===== config.mk =====
export PLATFORM = sky130hd
export DESIGN_NAME = adsr_voice_scheduler
export DESIGN_NICKNAME = d
export VERILOG_FILES = /design/src/rtl/adsr_voice_scheduler.sv
export SDC_FILE = /design/constraint.sdc
export NUM_CORES = 1
export LEC_CHECK = 0
export ABC_AREA = 1
export CORE_UTILIZATION = 54
export DETAILED_ROUTE_END_ITERATION = 8
export PLACE_DENSITY = 0.78
export SLEW_MARGIN = 10
export SYNTH_ARGS = -nofsm -noshare
export SYNTH_HDL_FRONTEND = slang
export SYNTH_SLANG_ARGS = --single-unit

===== constraint.sdc =====
create_clock -name i_clk -period 1.9 [get_ports i_clk]
set_input_delay 0.19 -clock i_clk [delete_from_list [all_inputs] [get_ports i_clk]]
set_output_delay 0.19 -clock i_clk [all_outputs]
set_load 0.05 [all_outputs]

===== src/rtl/adsr_voice_scheduler.sv =====
// Round-robin scheduler that shares N_VOICES adsr voices between N_REQ note requesters.
// Define ADSR_VOICE_STEAL_EN to retrigger the least-remaining busy voice when none is free.
module adsr_voice_scheduler #(
  parameter int N_REQ    = 4,
  parameter int N_VOICES = 2,
  parameter int VW       = 3
) (
  input  logic                i_clk,
  input  logic                i_reset,
  input  logic [N_REQ-1:0]    i_req,
  output logic [N_REQ-1:0]    o_ack,
  output logic [VW-1:0]       o_ack_voice,
  output logic [N_VOICES-1:0] o_start,
  output logic [N_VOICES-1:0] o_busy,
  input  logic [31:0]         i_note_len,
  input  logic                i_flush
);

  localparam int PW = $clog2(N_REQ);

  logic [PW-1:0]    ptr;
  logic [31:0]      cnt      [N_VOICES];
  logic [31:0]      cnt_next [N_VOICES];
  logic [N_REQ-1:0] eligible;
  logic             win_found;
  logic [PW-1:0]    win_idx;
  logic             free_found;
  logic [VW-1:0]    free_idx;
  logic             voice_found;
  logic [VW-1:0]    voice_idx;
  logic             grant;
  logic [31:0]      load_val;

  // The requester acked this cycle is masked so a held level is not granted twice.
  assign eligible = i_req & ~o_ack;
  assign load_val = (i_note_len == 32'd0) ? 32'd1 : i_note_len;

  always_comb begin
    int      pos;
    logic [PW-1:0] pos_idx;
    win_found = 1'b0;
    win_idx   = '0;
    pos       = 0;
    pos_idx   = '0;
    for (int k = 0; k < N_REQ; k++) begin
      pos = int'(ptr) + k;
      if (pos >= N_REQ) pos = pos - N_REQ;
      pos_idx = PW'(pos);
      if (!win_found && eligible[pos_idx]) begin
        win_found = 1'b1;
        win_idx   = pos_idx;
      end
    end
  end

  // Scan from the top so the lowest free index is the one left standing.
  always_comb begin
    free_found = 1'b0;
    free_idx   = '0;
    for (int v = N_VOICES - 1; v >= 0; v--) begin
      if (cnt[v] == 32'd0) begin
        free_found = 1'b1;
        free_idx   = VW'(v);
      end
    end
  end

`ifdef ADSR_VOICE_STEAL_EN
  logic [VW-1:0] steal_idx;
  logic [31:0]   steal_min;

  // Strict less-than keeps ties on the lowest index.
  always_comb begin
    steal_idx = '0;
    steal_min = cnt[0];
    for (int v = 1; v < N_VOICES; v++) begin
      if (cnt[v] < steal_min) begin
        steal_min = cnt[v];
        steal_idx = VW'(v);
      end
    end
  end

  assign voice_found = 1'b1;
  assign voice_idx   = free_found ? free_idx : steal_idx;
`else
  assign voice_found = free_found;
  assign voice_idx   = free_idx;
`endif

  assign grant = win_found && voice_found && !i_flush;

  always_comb begin
    for (int v = 0; v < N_VOICES; v++) begin
      cnt_next[v] = cnt[v];
      if (i_flush) begin
        cnt_next[v] = 32'd0;
      end else if (grant && (voice_idx == VW'(v))) begin
        cnt_next[v] = load_val;
      end else if (cnt[v] != 32'd0) begin
        cnt_next[v] = cnt[v] - 32'd1;
      end
    end
  end

  always_ff @(posedge i_clk or posedge i_reset) begin
    if (i_reset) begin
      ptr         <= '0;
      o_ack       <= '0;
      o_ack_voice <= '0;
      o_start     <= '0;
      o_busy      <= '0;
      for (int v = 0; v < N_VOICES; v++) cnt[v] <= 32'd0;
    end else begin
      for (int v = 0; v < N_VOICES; v++) begin
        cnt[v]    <= cnt_next[v];
        o_busy[v] <= (cnt_next[v] != 32'd0);
      end
      if (grant) begin
        o_ack       <= N_REQ'(1) << win_idx;
        o_ack_voice <= voice_idx;
        o_start     <= N_VOICES'(1) << voice_idx;
        ptr         <= (win_idx == PW'(N_REQ - 1)) ? '0 : win_idx + PW'(1);
      end else begin
        o_ack       <= '0;
        o_ack_voice <= '0;
        o_start     <= '0;
      end
    end
  end

endmodule


==> results of run 1 <==
-- timing repair --
action | CTS
pin swaps | 51
gates cloned | 4
endpoints found under the setup margin | 69
resized for setup | 190
setup buffers | 36
-- per-stage QoR --
| stage | setup slack (ns) | utilization | area [um^2] | hold WS [ns] |
|---|---|---|---|---|
| after detailed placement | -0.546 | 0.780 | 8530 | 0.691 |
| after floorplan | -0.0974 | - | 6200 | 0.346 |
| after CTS | -0.343 | 0.893 | 9760 | 0.318 |
| after global placement | -0.466 | 0.780 | 8530 | 0.659 |
-- Yosys cell counts (2+ instances only) --
master | n | share of area
a21oi_1 | 7 | 0.0057
nor2_8 | 2 | 0.0065
nand2_1 | 258 | 0.16
nor4_1 | 2 | 0.0020
buf_2 | 6 | 0.0049
nand3_1 | 122 | 0.10
a31o_2 | 7 | 0.010
dfrtp_1 | 74 | 0.30
o211ai_1 | 21 | 0.026
nand2_2 | 4 | 0.0041
o21ai_0 | 17 | 0.014
inv_2 | 2 | 0.0012
o211ai_2 | 2 | 0.0041
o21bai_1 | 4 | 0.0049
inv_1 | 145 | 0.089
xor2_1 | 16 | 0.023
ha_1 | 8 | 0.016
buf_6 | 6 | 0.011
nor3_1 | 2 | 0.0016
nor2_2 | 8 | 0.0082
xnor2_1 | 7 | 0.010
nand3b_1 | 4 | 0.0049
nand4_1 | 42 | 0.043
nand4_4 | 4 | 0.014
buf_4 | 5 | 0.0061
nor2_4 | 4 | 0.0074
buf_1 | 2 | 0.0012
clkbuf_1 | 9 | 0.0055
nor2_1 | 152 | 0.093
clkinv_2 | 2 | 0.0016
or2_2 | 13 | 0.013
-- routing by layer --
layer | overflow | track usage
met4 | 216 | 1.15
met2 | 719 | 1.31
met3 | 10 | 0.705
met1 | 17 | 0.885
met5 | 0 | 0.321
-- cell families after synthesis --
kind of cell / after synthesis
AND/OR/NAND/NOR: 620
buffers and inverters: 177
flip-flops: 74
AO/OA/AOI/OAI: 59
XOR/XNOR: 23
adder cells (fa/ha/maj): 8
other: 1
==> metrics.cfg, run 1 <==
[run_status]
run_status=did not finish
haltStage=global routing
toolErrorMsg=[ERROR GRT-0232] Routing congestion too high. Check the congestion heatmap in the GUI.

[synthesis]
synth_edf_count=0
netlist_area_mm2=0.00612
async_flop_share=1.00
yosys_register_bits=74
seq_area_frac_synth=0.302
synth_flop_cell=dfrtp_1
synth_simple_gate_area_frac=0.461
syn_inst=962
ys_warn_count=0
synth_top_family_by_area=simple AND/OR/NAND/NOR gates
synthMuxAreaShare=0
synthAdderAreaFrac=0.0163
synthDistinctLibCells=36
synth.avg_cell_area_um2=6.36
synth_xor_area_frac=0.0329
synth_compound_gate_area_share=0.0656

[global_route]
grt_max_degree=75
grt.overflow.total=962
grt_usage=0.987

[clocking]
holdBufCountCts=0
clock_sinks=74
clockBufferDepth=2
cts_made_buffers=9
htree_num_levels=3
clockRootBuffer=clkbuf_16

[place]
place_congestion=0.961
io_buffers=47
dp_hpwl_mm=16.7
dpl.cell_count=1366

[floorplanning]
chipHeight_um=108
die_x_um=108
fp-row-count=38
io_pins=50
initial_core_util=0.560

[timing]
worst-ep-kind=register input
grt-worst-endpoint=o_busy[0]$_DFF_PP0_/D

==> inputs of run 2 (changes only) <==
--- a/config.mk
+++ b/config.mk
@@ -6,9 +6,9 @@
 export NUM_CORES = 1
 export LEC_CHECK = 0
 export ABC_AREA = 1
-export CORE_UTILIZATION = 54
+export CORE_UTILIZATION = 40
 export DETAILED_ROUTE_END_ITERATION = 8
-export PLACE_DENSITY = 0.78
+export PLACE_DENSITY_LB_ADDON = 0.15
 export SLEW_MARGIN = 10
 export SYNTH_ARGS = -nofsm -noshare
 export SYNTH_HDL_FRONTEND = slang
==> constraint.sdc (replaced) <==
create_clock -name i_clk -period 2.47 [get_ports i_clk]
set_input_delay 0.247 -clock i_clk [delete_from_list [all_inputs] [get_ports i_clk]]
set_output_delay 0.247 -clock i_clk [all_outputs]
set_load 0.05 [all_outputs]
==> run 2 against run 1 <==
  * The run now ends clean
  * Synthesized area stayed put
  * Synthesized cell count is the same
==> metrics.cfg, run 2 <==
[synthesis]
async_flop_share=1.00
synth_top_area_share=0.302
yosysMostFrequentCell=nand2_1
syn_inst=962
synthDistinctLibCells=36
seq_area_frac_synth=0.302
synth_edf_count=0
ys_top_cells_by_count=nand2_1, nor2_1, inv_1
synthTopCellsByArea=dfrtp_1, nand2_1, nand3_1
synth_top_area_cell=dfrtp_1
synth_flop_cell=dfrtp_1
synth.avg_cell_area_um2=6.36
ys_warn_count=0
yosys_register_bits=74
netlist_area_mm2=0.00612

[critical_path]
crit_type=register to register
cp_data_required_time_ns=2.70
arrival_ns=2.61
worstSetupStartpointType=register
critPathMaxFanout=7
crit_path_end_kind=register

[cells_and_area]
final_util=0.557
layout_common_cells=nand2_1, inv_1, nor2_1
drive_above_1_share=0.223
antenna_cells=0
fin_nets=1160
post-route-cell-area_mm2=0.00822
top_register=cnt
reg_top3=cnt x64, o_ack x4
final_common_cell=nand2_1
areaGrowthSynthToFinish_pct=34.3
fillers=1495
largest_reg_flops=64

[timing]
slew_headroom=0.665
skew_ns=0.00709
slew_violations=0
hold_viol_final=0
max_freq_ghz=0.421
min_period_over_period=0.961
worstMarginPinSlew_ns=0.500
min_period_ns=2.37
whs_ns=0.217
setup_viol_count_final=0

[global_route]
grt_pass1_vias=6079
grt_usage=0.273
grt_max_degree=51
antenna_found_initial=0
grt.overflow.total=0
grt_pass1_wl_mm=33.1

[place]
dpl_cell_area_mm2=0.00738
io_buffers=47
dp_hpwl_mm=16.5
place_congestion=0.942

[clocking]
clk_pin_slew_ns=0.06
htree_num_levels=3
cts_tree=done
clockRootBuffer=clkbuf_16
holdBufCountCts=0
cts_made_buffers=9
clk_latency_ns=0.35
clockBufferDepth=2
clock_sinks=74

[routing]
vias_per_cell=5.18
drcViolationCount=0
drt_wl_total_mm=21.4
drtPass1Iterations=5
drtIter0Drc=720
drtAntennaViolNets=0
num_vias=6743
wl_per_cell_um=16.4

[floorplanning]
io_pins=50
die_area_mm2=0.0158
chipHeight_um=126
die_x_um=126
initial_core_util=0.415
fp-row-count=44
coreArea_mm2=0.0148

[power]
p_total_mw=11.4
peakVddDrop_mv=0.667
p_leak_nw=4.84
power_density_mw_per_mm2=1380

[run_status]
run_status=completed

[worst_hold_path]
hold_path_class=input port to async pin

[flow_run]
cap_violations=0

run 2: cell counts after synthesis:
Identical to the previous run, type by type.
run 2: worst paths after layout:
kind | from | endpoint | slack (ns) | depth (start not counted)
setup / recovery | cnt[5] | o_busy[1] | 0.1 | 14
hold / removal | i_reset | cnt[47] | 0.22 | 2
setup reg to reg | cnt[5] | o_busy[1] | 0.1 | 14
hold reg to reg | cnt[33] | cnt[33] | 0.70 | 4
max in group asynchronous | i_reset | cnt[10] | 1.59 | 3
min in group i_clk | i_note_len[7] | cnt[39] | 0.61 | 3
run 2: cell type report:
type,count,area (um^2),share of cell area
multi-input combinational,712,3750,0.456
sequential,74,1860,0.226
timing repair buffer,166,1480,0.180
inverter,149,581,0.0706
clock buffer,11,253,0.0307
tap,184,230,0.0280
clock inverter,5,61.3,0.00746
timing repair inverter,1,6.26,0.000761
run 2: kinds of logic after synthesis:
| kind of cell | synth area share |
|---|---|
| compound gates | 0.0656 |
| xor+xnor | 0.0329 |
| fa+ha+maj | 0.0164 |
| buf+inv | 0.121 |
| flops | 0.302 |
| other cells | 0.000613 |
| simple gates | 0.461 |
run 2: per-layer routing:
| layer | track usage | vias to the layer above | share of wire |
|---|---|---|---|
| met3 | 0.0493 | 30 | 0.063 |
| li1 | - | 3362 | - |
| met1 | 0.397 | 3121 | 0.48 |
| met4 | 0.0732 | 0 | 0.015 |
| met5 | 0 | - | 0 |
| met2 | 0.412 | 230 | 0.44 |
run 2: repair_timing:
item                                    in CTS  in global routing
pin swaps                                    1                 19
gates cloned                                 0                  3
endpoints found under the setup margin       2                  2
resized for setup                            5                 75
buffers inserted                             1                 26
run 2: through the flow:
stage          TNS, ns  cells  setup slack [ns]
3_5_place_dp    -0.142   1257            -0.112
5_1_grt        -0.0416   1302           -0.0313
6_report             0   1302            0.0959
3_3_place_gp   -0.0972   1257           -0.0718
4_1_cts              0   1274           0.00725
2_1_floorplan        0    963             0.285
run 2: worst max-delay path, stage by stage, from the launching register on:
cell and delay (ns):
dfrtp_1 0.42, nor2_1 0.18, nand2_1 0.15, inv_1 0.08
nand3_1 0.12, nor2_4 0.22, nor2b_4 0.18, buf_4 0.16
nand4_1 0.14, nand3_2 0.11, nand2_1 0.07, nor2_2 0.14
nand2_1 0.12, nor2_1 0.11, nand2_1 0.07
run 2: report_power, final:
group	switching (mW)	internal (mW)	leakage, nW
registers	0.307	1.55	0.986
logic	4.90	3.18	3.71
clock network	0.572	0.842	0.144
No activity file was read; power rests on OpenSTA's default activity.
